--- config.mk ---
export PLATFORM = sky130hd
export DESIGN_NAME = spike_encoder
export DESIGN_NICKNAME = d
export VERILOG_FILES = /design/src/rtl/spiker_pkg.sv /design/src/rtl/spike_lfsr.sv /design/src/rtl/spike_encoder.sv
export SDC_FILE = /design/constraint.sdc
export NUM_CORES = 1
export LEC_CHECK = 0
export CAP_MARGIN = 5
export CORE_MARGIN = 5
export CORE_UTILIZATION = 58
export DETAILED_ROUTE_END_ITERATION = 10
export HOLD_SLACK_MARGIN = 0.12
export PLACE_DENSITY = 0.8
export SLEW_MARGIN = 20
export SYNTH_ARGS = -nofsm -noshare
export SYNTH_HDL_FRONTEND = slang
export SYNTH_SLANG_ARGS = --single-unit
--- constraint.sdc ---
create_clock -name clk -period 2.75 [get_ports clk]
set_input_delay 0.4125 -clock clk [delete_from_list [all_inputs] [get_ports clk]]
set_output_delay 0.4125 -clock clk [all_outputs]
set_load 0.05 [all_outputs]
--- src/rtl/spiker_pkg.sv ---
// Shared definitions for the spike encoder: LFSR geometry, encoder state
// encoding and the per-channel seed derivation.
package spiker_pkg;

    localparam int LFSR_W = 16;
    // Fibonacci taps 16,14,13,11 expressed as bit positions 15,13,12,10.
    localparam logic [LFSR_W-1:0] LFSR_TAPS = 16'hB400;

    typedef enum logic {
        IDLE = 1'b0,
        RUN  = 1'b1
    } enc_state_t;

    function automatic logic [LFSR_W-1:0] rotl_seed(input logic [LFSR_W-1:0] seed,
                                                    input int amt);
        logic [LFSR_W-1:0] s;
        int r;
        s = seed;
        r = amt % LFSR_W;
        for (int k = 0; k < LFSR_W; k++) begin
            if (k < r) s = {s[LFSR_W-2:0], s[LFSR_W-1]};
        end
        return s;
    endfunction

endpackage

--- src/rtl/spike_lfsr.sv ---
// 16-bit Fibonacci LFSR that steps only when enabled; exposes its low
// OUT_W bits as the random value compared against a pixel intensity.
module spike_lfsr
    import spiker_pkg::*;
#(
    parameter logic [LFSR_W-1:0] SEED  = 16'hACE1,
    parameter int                OUT_W = 8
) (
    input  logic             clk,
    input  logic             rst_n,
    input  logic             i_en,
    output logic [OUT_W-1:0] o_q
);

    logic [LFSR_W-1:0] r_lfsr;
    logic              w_fb;

    assign w_fb = ^(r_lfsr & LFSR_TAPS);

    // NOTE: state registers use non-blocking assignment so every flop samples
    // pre-edge values regardless of process evaluation order.
    always_ff @(posedge clk or negedge rst_n) begin
        if (!rst_n) begin
            r_lfsr <= SEED;
        end else if (i_en) begin
            r_lfsr <= {r_lfsr[LFSR_W-2:0], w_fb};
        end
    end

    assign o_q = r_lfsr[OUT_W-1:0];

endmodule

--- src/rtl/spike_encoder.sv ---
// Rate-coding input stage: turns one latched intensity vector into N_STEPS
// pseudo-random spike vectors, advancing one step per consumed sample.
module spike_encoder
    import spiker_pkg::*;
#(
    parameter int                N_INPUTS   = 4,
    parameter int                PIXEL_W    = 8,
    parameter int                N_STEPS    = 16,
    parameter int                STEP_CNT_W = 5,
    parameter logic [LFSR_W-1:0] LFSR_SEED  = 16'hACE1
) (
    input  logic                         clk,
    input  logic                         rst_n,
    input  logic                         pix_valid,
    output logic                         pix_ready,
    input  logic [N_INPUTS*PIXEL_W-1:0]  pix_data,
    input  logic                         abort,
    input  logic                         sample,
    output logic                         sample_ready,
    output logic [N_INPUTS-1:0]          spikes,
    output logic                         done
);

    localparam logic [STEP_CNT_W-1:0] LAST_STEP = STEP_CNT_W'(N_STEPS - 1);

    enc_state_t                    r_state, w_next_state;
    logic [N_INPUTS*PIXEL_W-1:0]   r_int;
    logic [STEP_CNT_W-1:0]         r_step;
    logic [N_INPUTS-1:0]           r_spikes;
    logic                          r_sample_ready;
    logic                          r_done;

    logic                          w_accept, w_advance, w_finish, w_lfsr_en;
    logic [N_INPUTS*PIXEL_W-1:0]   w_src;
    logic [N_INPUTS-1:0]           w_next_spikes;

    // In IDLE the vector being accepted is still on pix_data, not yet latched.
    assign w_src     = (r_state == IDLE) ? pix_data : r_int;
    assign w_lfsr_en = w_accept | w_advance;

    for (genvar g = 0; g < N_INPUTS; g++) begin : g_ch
        logic [PIXEL_W-1:0] w_rnd;
        logic [PIXEL_W-1:0] w_pix;

        spike_lfsr #(
            .SEED (rotl_seed(LFSR_SEED, g)),
            .OUT_W(PIXEL_W)
        ) u_lfsr (
            .clk  (clk),
            .rst_n(rst_n),
            .i_en (w_lfsr_en),
            .o_q  (w_rnd)
        );

        assign w_pix            = w_src[g*PIXEL_W +: PIXEL_W];
        assign w_next_spikes[g] = (w_rnd < w_pix) | (&w_pix);
    end

    always_ff @(posedge clk or negedge rst_n) begin
        if (!rst_n) r_state <= IDLE;
        else        r_state <= w_next_state;
    end

    // NOTE: every signal driven here gets a default first, so no path can
    // leave one unassigned and infer a latch.
    always_comb begin
        w_next_state = r_state;
        w_accept     = 1'b0;
        w_advance    = 1'b0;
        w_finish     = 1'b0;
        if (abort) begin
            w_next_state = IDLE;
        end else begin
            case (r_state)
                IDLE: if (pix_valid) begin
                    w_accept     = 1'b1;
                    w_next_state = RUN;
                end
                RUN: if (sample) begin
                    if (r_step == LAST_STEP) begin
                        w_finish     = 1'b1;
                        w_next_state = IDLE;
                    end else begin
                        w_advance = 1'b1;
                    end
                end
                default: w_next_state = IDLE;
            endcase
        end
    end

    always_ff @(posedge clk or negedge rst_n) begin
        if (!rst_n) begin
            r_int          <= '0;
            r_step         <= '0;
            r_spikes       <= '0;
            r_sample_ready <= 1'b0;
            r_done         <= 1'b0;
        end else begin
            r_done <= w_finish;
            if (abort || w_finish) begin
                r_spikes       <= '0;
                r_sample_ready <= 1'b0;
                r_step         <= '0;
            end else if (w_accept) begin
                r_int          <= pix_data;
                r_spikes       <= w_next_spikes;
                r_step         <= '0;
                r_sample_ready <= 1'b1;
            end else if (w_advance) begin
                r_spikes <= w_next_spikes;
                r_step   <= r_step + STEP_CNT_W'(1);
            end
        end
    end

    assign pix_ready    = (r_state == IDLE);
    assign sample_ready = r_sample_ready;
    assign spikes       = r_spikes;
    assign done         = r_done;

endmodule

# Word level (Yosys, flattened, before mapping)

Cells that the tools add are included.
Widths: inputs -> output; s select.

Logic and storage cells: 58
Input bits: 37
Register bits: 108

Bitwise operators: 7
$lt $le $gt $ge: 4
Muxes and demuxes: 23
Reductions and logical operators: 12
$add $sub $neg: 1
Equal/unequal tests: 1

Operators with widths:

| cell                | count |
|---|---|
| $reduce_xor 16->1   | 4 |
| $lt 8x8->1          | 4 |
| $mux 32             | 1 |
| $reduce_and 8->1    | 4 |
| $mux 1              | 15 |
| $mux 5              | 3 |
| $mux 4              | 3 |
| $add 5x1->5 const B | 1 |
| $eq 5x4->1 const B  | 1 |
| $or 1x1->1          | 5 |
| $reduce_bool 3->1   | 1 |
| $not 1->1           | 2 |
| $pmux 1 s2          | 1 |
| $reduce_and 2->1    | 1 |
| $reduce_bool 2->1   | 1 |
| $logic_or 1x1->1    | 1 |

# Depth between registers and ports, before layout

Gate-level depths: netlist (run 1).

Depth after elaboration: 8
Mapped depth: 10

# Hierarchy

A second synthesis (run 1) with hierarchy kept.

Cell total of the unflattened synthesis: 430
Area, all modules: 5,745.5 µm²

Modules (own cells, without submodules):

| module        | instances | area each (µm²) | cells an instance | seq. area each (µm²) |
|---|---|---|---|---|
| spike_lfsr    | 4         | 735.7           | 46                | 410.4 |
| spike_encoder | 1         | 2,802.7         | 246               | 1,101.1 |

# Least setup slack after synthesis (run 1)

No wires, ideal clock.

Kind: reg2reg
From: reg r_state
To: reg r_spikes[2] (netlist: spikes[2])
Slack: 0.375 ns
Arrival time: 2.306 ns
Library setup time: 0.069 ns
Path buffers: 3
Stages on the path, launching flop included: 11
Cells stage by stage: dfrtp_1 -> buf_2 -> buf_2 -> buf_2 -> inv_1 -> a21boi_0 -> ha_1 -> and3_1 -> a221oi_1 -> o211ai_1 -> nand3_1

Longest elaborated chain between the ends: 6
Elaborated cells between the ends (all ways): 15
Classes of those cells: 1 x order compare; 10 x mux; 1 x bitwise; 3 x reduce/logical

RTL lines:

| what                                           | RTL line             | text |
|---|---|---|
| start: declaration                             | spike_encoder.sv:26  | `enc_state_t r_state, w_next_state;` |
| start signal: assignment                       | spike_encoder.sv:61  | `else r_state <= w_next_state;` |
| $mux 32                                        | spike_encoder.sv:38  | `assign w_src = (r_state == IDLE) ? pix_data : r_int;` |
| $lt 8x8->1 or $reduce_and 8->1 (tied branches) | spike_encoder.sv:56  | `assign w_next_spikes[g] = (w_rnd < w_pix) \| (&w_pix);` |
| $or 1x1->1                                     | spike_encoder.sv:56  |  |
| $mux 4                                         | spike_encoder.sv:110 | `end else if (w_advance) begin` |
| $mux 4                                         | spike_encoder.sv:105 | `end else if (w_accept) begin` |
| $mux 4                                         | spike_encoder.sv:101 | `if (abort \|\| w_finish) begin` |
| end signal: assignment                         | spike_encoder.sv:107 | `r_spikes <= w_next_spikes;` |
| end signal: assignment                         | spike_encoder.sv:111 | `r_spikes <= w_next_spikes;` |
| end: declaration                               | spike_encoder.sv:29  | `logic [N_INPUTS-1:0] r_spikes;` |

Several ways; a longest one is shown, not always the timed one. The select of a mux whose other input is x is not followed.
A chain may end at the register's enable or synchronous reset.

# Final worst setup path (run 1)

From: reg r_state
To: out pix_ready

Longest elaborated chain between the ends: 1

RTL lines:

| what             | RTL line            | text |
|---|---|---|
| $not 1->1        | --                  |  |
| end: declaration | spike_encoder.sv:15 | `output logic pix_ready,` |

No other way between the ends.

==> summary.txt, run 1 <==
Clocking
  – CTS max path bufs: 2
  – Setup bufs post-CTS: 0
  – Clock root buffer: clkbuf_8
  – CTS Hold Bufs: 1
  – Clock tree from TritonCTS: built
  – Post-cts repair resize count: 0
  – Clk_lat worst skew: 370 ps
  – CTS Buf Count: 9
  – # H-tree levels: 3
  – CTS Sinks: roughly 110
  – Clock slew at reported path FFs: about 110 ps

Power and ir drop
  – Peak VDD IR: around 0.42 mV
  – Leak: 2.64 nW
  – Internal power: 3.52 mW
  – Logic pwr share: ~30%
  – Pwr Density: 844 nW/µm²
  – Flop pwr share: a little over half
  – Psw: roughly 1.7 mW
  – Clock network power share: between 10% and 20%
  – Sw Share: approximately 32%
  – Overall power: 5.18 mW

Synth
  – Post-synth EDFFs: 0
  – Seq cells post-synth: around 110
  – Mapped Area: approximately 5400 µm²
  – Primary FF master, synth: dfrtp_1
  – Net Count, Synth: between 400 and 500
  – Main area contributors after synthesis: dfrtp_1, dfstp_2, mux2_2
  – Synth unique cells: 34
  – YS warnings: 0
  – Fraction of the yosys area taken by sequential cells: roughly half
  – Synth Instances: ~400
  – Largest area contributor in the netlist: dfrtp_1
  – Ys async rst share: 100%
  – Post-synth top area share: a little over a third
  – Syn_area_per_cell: 13.1 µm²

Drt
  – Vias/cell: between 5 and 6
  – Drt total wl: between 9 and 10 mm
  – Wirelength per Cell: around 17 µm
  – DRC: 0
  – DRT iter0 DRCs: roughly 140
  – Drt first pass iters: 4
  – Vias after detailed routing: 3357
  – Post-DRT Antenna Nets: 0

Flow run
  – Max-cap violations: 0

Cells and area
  – Ant diodes: 0
  – FF/Latch Area: approximately 2700 µm²
  – Syn-to-layout area delta: 13.9%
  – Layout filler cell count: approximately 660
  – Multi-input gate area: ~2500 µm²
  – Share of cells above drive strength 1: a little over a quarter
  – Final Net Count: between 500 and 600

Floorplanning
  – Chip Height: roughly 110 µm
  – Die Span X: approximately 110 µm
  – Io pins: 44
  – Core Footprint: 9150 µm²
  – Die ar.: around 11000 µm²
  – Site Rows: 35
  – Starting density of the core: ~60%

GRT
  – Largest net degree at the start of global routing: 77
  – Initial antenna violation count: 0
  – Global-route wire length before repair: ~16 mm
  – Vias in the first global route: about 3400
  – Total grt overflow: 0
  – Total GRT Usage: between 10% and 20%

Critical path
  – Critical path launch point type: flop
  – CP arrival: approximately 2100 ps
  – Slowest-stage cell, CP: clkdlybuf4s50_1
  – Worst flop-to-flop path endpoint: g_ch[1].u_lfsr.r_lfsr[2]$_DFFE_PN0P_
  – Worst Reg-to-Reg Cells: 7
  – CP Cell Sequence: inv_1 -> clkdlybuf4s50_1
  – Setup CP Type: flop to primary output
  – Crit-path max cell delay: around 860 ps
  – CP top delay family: buffers and inverters
  – R2r setup slk: roughly 430 ps
  – CP Buf/Inv Count: 2
  – Crit path max fanout: 18
  – FF-to-FF Start: r_step[0]$_DFFE_PN0P_
  – CP Data Required Time: 2340 ps
  – Crit. End Element: primary output

STA
  – TNS Setup: 0 ps
  – Fin crit period: ~2500 ps
  – Unrepaired setup endpoints after global routing: false
  – FMAX: about 400 MHz
  – Final Cycle Share: roughly nine tenths
  – Endpoints failing setup: 0
  – Fin. Hold Viols: 0
  – Clock Skew: approximately 10 ps
  – Final Max Tran Viols: 0
  – Worst slew margin: between 50% and 60%
  – Slew of the pin with the lowest slew margin: 616 ps

Worst hold path
  – Worst Hold End: g_ch[0].u_lfsr.r_lfsr[9]$_DFFE_PN0P_
  – Hold path start: g_ch[0].u_lfsr.r_lfsr[9]$_DFFE_PN0P_
  – Hold crit path type: flop to flop
  – Hold depth: 1

Outcome
  – Outcome: completed

Place
  – Dpl hpwl: 6.81 mm
  – Port Buffers: between 40 and 50
  – RePlAce Congestion: just over 0.8
-- power by group through the flow --
stage          clock network (mW)  logic [mW]  registers (mW)
2_1_floorplan                   0        1.14            2.64
3_3_place_gp                    0        1.46            2.69
3_5_place_dp                    0        1.54            2.73
4_1_cts                     0.983        1.56            2.70
5_1_grt                      1.04        1.73            2.77
6_report                    0.943        1.54            2.70
-- sequential cells by signal, summed over array words and instances (netlist names) --
signal / flops
r_state: 1
r_int: 32
spikes: 4
g_ch.u_lfsr.r_lfsr: 64
done: 1
sample_ready: 1
r_step: 5
-- cell type report --
class | count | area share [%]
Tap cell | 111 | 2.26
Sequential cell | 108 | 44.7
Multi-Input combinational cell | 280 | 40.9
Clock buffer | 10 | 2.08
Timing Repair Buffer | 52 | 8.73
Inverter | 4 | 0.245
Clock inverter | 6 | 1.10
-- cells in the mapped netlist, types with 5 or more instances --
cell	count
o2111ai_1	8
ha_1	30
and3_1	6
o21ai_0	6
mux2_1	26
buf_2	9
nand3_1	18
dfrtp_1	76
mux2_2	66
a21oi_1	7
o21a_1	5
dfstp_2	32
a21o_1	8
nand2_1	17
xnor2_1	12
mux2i_1	28
nor2_1	13
-- through the flow --
step           cells  hold slack, ps  cell area, µm²  utilization [%]  worst slack (ps)
2_1_floorplan    411             117            5390                -               375
3_3_place_gp     554             454            5930             64.8               513
3_5_place_dp     554             463            5930             64.8               459
4_1_cts          571             499            6140             67.0               260
5_1_grt          571             530            6140             67.0               209
6_report         571             497            6140             67.0               280
-- cells in the final DEF (no fill, tap or decap), types with 7 or more instances in the layout --
cell / count
clkdlybuf4s50_1: 42
mux2i_1: 28
nor2_1: 13
ha_1: 30
a21oi_1: 7
dfrtp_1: 75
a21o_1: 8
nand2_1: 17
o2111ai_1: 8
dfstp_2: 32
mux2_2: 66
mux2_1: 26
xnor2_1: 12
clkbuf_8: 9
nand3_1: 18
-- how the worst max path moves through the flow --
stage / startpoint / end / slack (ps) / cells after the start
2_1_floorplan: r_state$_DFF_PN0_ / spikes[2]$_DFFE_PN0P_ / 370 / 10
3_3_place_gp: r_state$_DFF_PN0_ / spikes[2]$_DFFE_PN0P_ / 510 / 7
3_5_place_dp: r_step[0]$_DFFE_PN0P_ / g_ch[1].u_lfsr.r_lfsr[13]$_DFFE_PN0P_ / 460 / 7
4_1_cts: r_state$_DFF_PN0_ / pix_ready / 260 / 2
5_1_grt: r_state$_DFF_PN0_ / pix_ready / 210 / 2
6_report: r_state$_DFF_PN0_ / pix_ready / 280 / 2
-- metal layers --
metal | global-route usage, % | routed length [µm]
met4 | 6.57 | 162
met3 | 4.25 | 328
met2 | 29.2 | 4700
met5 | 0 | 0
met1 | 23.3 | 4370
-- kinds of logic (layout without fill, tap and decap cells) --
logic type	count (synthesis)	in the layout	share of synthesized area, %
AO/OA/AOI/OAI	51	51	6.83
adder cells (fa/ha/maj)	30	30	6.97
XOR/XNOR	12	12	1.95
multiplexers	120	120	24.4
AND/OR/NAND/NOR	67	67	6.23
flip-flops	108	108	50.9
buffers and inverters	23	72	2.65
Power figures use the tool's default switching activity.
==> run 2, diff against run 1 <==
--- a/config.mk
+++ b/config.mk
@@ -9,7 +9,6 @@
 export CORE_MARGIN = 5
 export CORE_UTILIZATION = 58
 export DETAILED_ROUTE_END_ITERATION = 10
-export HOLD_SLACK_MARGIN = 0.12
 export PLACE_DENSITY = 0.8
 export SLEW_MARGIN = 20
 export SYNTH_ARGS = -nofsm -noshare
==> summary.txt, run 2 (same netlist as run 1, synthesis figures left out) <==
Cells and area
  – Ant diodes: 0 (unchanged)
  – Commonest non-fill, non-tap cell in the layout: dfrtp_1
  – Non-Filler Instances: 570 (-0.18%)
  – Regs by FF count: g_ch.u_lfsr.r_lfsr x64, r_int x32, r_step x5
  – Largest Register: g_ch.u_lfsr.r_lfsr
  – Final Net Count: 521 (-0.19%)
  – Syn-to-layout area delta: 13.8%
  – Post-route design area: 6130 µm² (-0.16%)
  – Fin util: 66.9% (-0.11 points)
  – Max FFs per register: 64 (unchanged)
  – Share of cells above drive strength 1: 27.5% (+0.060 points)
  – Most frequent cells in the layout: dfrtp_1, mux2_2, clkdlybuf4s50_1

Critical path
  – Slowest-stage cell, CP: clkdlybuf4s50_1
  – Setup CP Type: flop to primary output
  – Critical path launch point type: flop
  – Crit-path max cell delay: 860 ps (about the same)
  – CP arrival: 2060 ps (about the same)
  – Crit path max fanout: 18 (unchanged)
  – Crit. End Element: primary output
  – CP Data Required Time: 2340 ps (about the same)
  – CP Cell Sequence: inv_1 -> clkdlybuf4s50_1

Place
  – Post-DP Area: 5930 µm² (unchanged)
  – DP Worst Slack: 459 ps (unchanged)
  – Placed insts: 554 (unchanged)
  – Port Buffers: 43 (unchanged)
  – RePlAce Congestion: 0.831 (unchanged)
  – Dpl hpwl: 6.81 mm (unchanged)

Drt
  – Drt total wl: 9.55 mm (about the same)
  – Drt first pass iters: 4 (unchanged)
  – DRC: 0 (unchanged)
  – Wirelength per Cell: 16.8 µm (about the same)
  – Post-DRT Antenna Nets: 0 (unchanged)
  – DRT iter0 DRCs: 140 (+2.2%)
  – Vias after detailed routing: 3352 (-0.15%)
  – Vias/cell: 5.88 (about the same)

Flow run
  – Max-cap violations: 0 (unchanged)

STA
  – Worst slew margin: 59.0% (+0.077 points)
  – Clock Skew: 10.0 ps (unchanged)
  – Fin. Hold Viols: 0 (unchanged)
  – Final Max Tran Viols: 0 (unchanged)
  – Hold WS: 40.4 ps (-456 ps)
  – Unrepaired setup endpoints after global routing: false
  – TNS Setup: 0 ps (unchanged)
  – Final WS setup: 279 ps (-0.955 ps)
  – FMAX: 405 MHz (about the same)
  – Slew of the pin with the lowest slew margin: 615 ps (-1.15 ps)
  – Fin crit period: 2470 ps (+0.955 ps)
  – Endpoints failing setup: 0 (unchanged)
  – Final Cycle Share: 89.8% (about the same)

Clocking
  – Clock root buffer: clkbuf_8
  – Clock slew at reported path FFs: 110 ps (about the same)
  – CTS Buf Count: 9 (unchanged)
  – CTS max path bufs: 2 (unchanged)
  – Post-cts repair resize count: 0 (unchanged)
  – Clock tree from TritonCTS: built
  – Setup bufs post-CTS: 0 (unchanged)
  – Clk_lat worst skew: 370 ps (about the same)
  – CTS Hold Bufs: 0 (-1)
  – CTS Sinks: 108 (unchanged)
  – # H-tree levels: 3 (unchanged)

Floorplanning
  – Io pins: 44 (unchanged)
  – Die ar.: 11300 µm² (unchanged)
  – Die Span X: 106 µm (unchanged)
  – Starting density of the core: 58.8% (unchanged)
  – Chip Height: 106 µm (unchanged)
  – Core Footprint: 9150 µm² (unchanged)
  – Site Rows: 35 (unchanged)

GRT
  – Global-route wire length before repair: 16.4 mm (unchanged)
  – Total grt overflow: 0 (unchanged)
  – Largest net degree at the start of global routing: 77 (unchanged)
  – Initial antenna violation count: 0 (unchanged)
  – Total GRT Usage: 17.9% (unchanged)
  – Vias in the first global route: 3418 (unchanged)

Power and ir drop
  – Peak VDD IR: 0.424 mV (about the same)
  – Leak: 2.63 nW (-0.16%)
  – Pwr Density: 845 nW/µm² (+0.14%)
  – Overall power: 5.18 mW (about the same)

Outcome
  – Outcome: completed

Worst hold path
  – Hold crit path type: input pin to asynchronous set/reset pin
[run 2: path summary, 6_finish.rpt]
| kind | startpoint | depth (start not counted) | endpoint | slack [ps] |
|---|---|---|---|---|
| max in group asynchronous | rst_n | 2 | g_ch[0].u_lfsr.r_lfsr[7]$_DFFE_PN1P_ | 1920 |
| min reg2reg | g_ch[0].u_lfsr.r_lfsr[9]$_DFFE_PN0P_ | 1 | g_ch[0].u_lfsr.r_lfsr[9]$_DFFE_PN0P_ | 500 |
| max | r_state$_DFF_PN0_ | 2 | pix_ready | 280 |
| max reg2reg | r_step[0]$_DFFE_PN0P_ | 7 | g_ch[1].u_lfsr.r_lfsr[2]$_DFFE_PN0P_ | 440 |
| min | rst_n | 1 | r_int[25]$_DFFE_PN0P_ | 40 |
| min in group clk | g_ch[0].u_lfsr.r_lfsr[9]$_DFFE_PN0P_ | 1 | g_ch[0].u_lfsr.r_lfsr[9]$_DFFE_PN0P_ | 500 |
[run 2: area by class of cell]
type                       instances  area [µm²]
sequential                       108        2740
inverter                           4        15.0
clock inverter                     6        67.6
timing repair buffer              51         526
tap                              111         139
fill                             664        3030
multi-input combinational        280        2510
clock buffer                      10         128
[run 2: power by group]
part,switching (mW),internal [mW]
logic,0.664,0.873
clock network,0.584,0.359
registers,0.409,2.29
total,1.66,3.52
[run 2: per-layer routing]
layer	up-vias	share of wire, %	global-route usage, %
met4	0	1.7	6.57
met3	17	3.5	4.31
met1	1680	46	23.2
li1	1602	-	-
met5	-	0	0
met2	53	49	29.2
[run 2: critical path, delay by kind of cell, from the launching register on]
| family | cells | cell delay (ps) |
|---|---|---|
| buffers and inverters | 2 | 1100 |
| flip-flops | 1 | 580 |
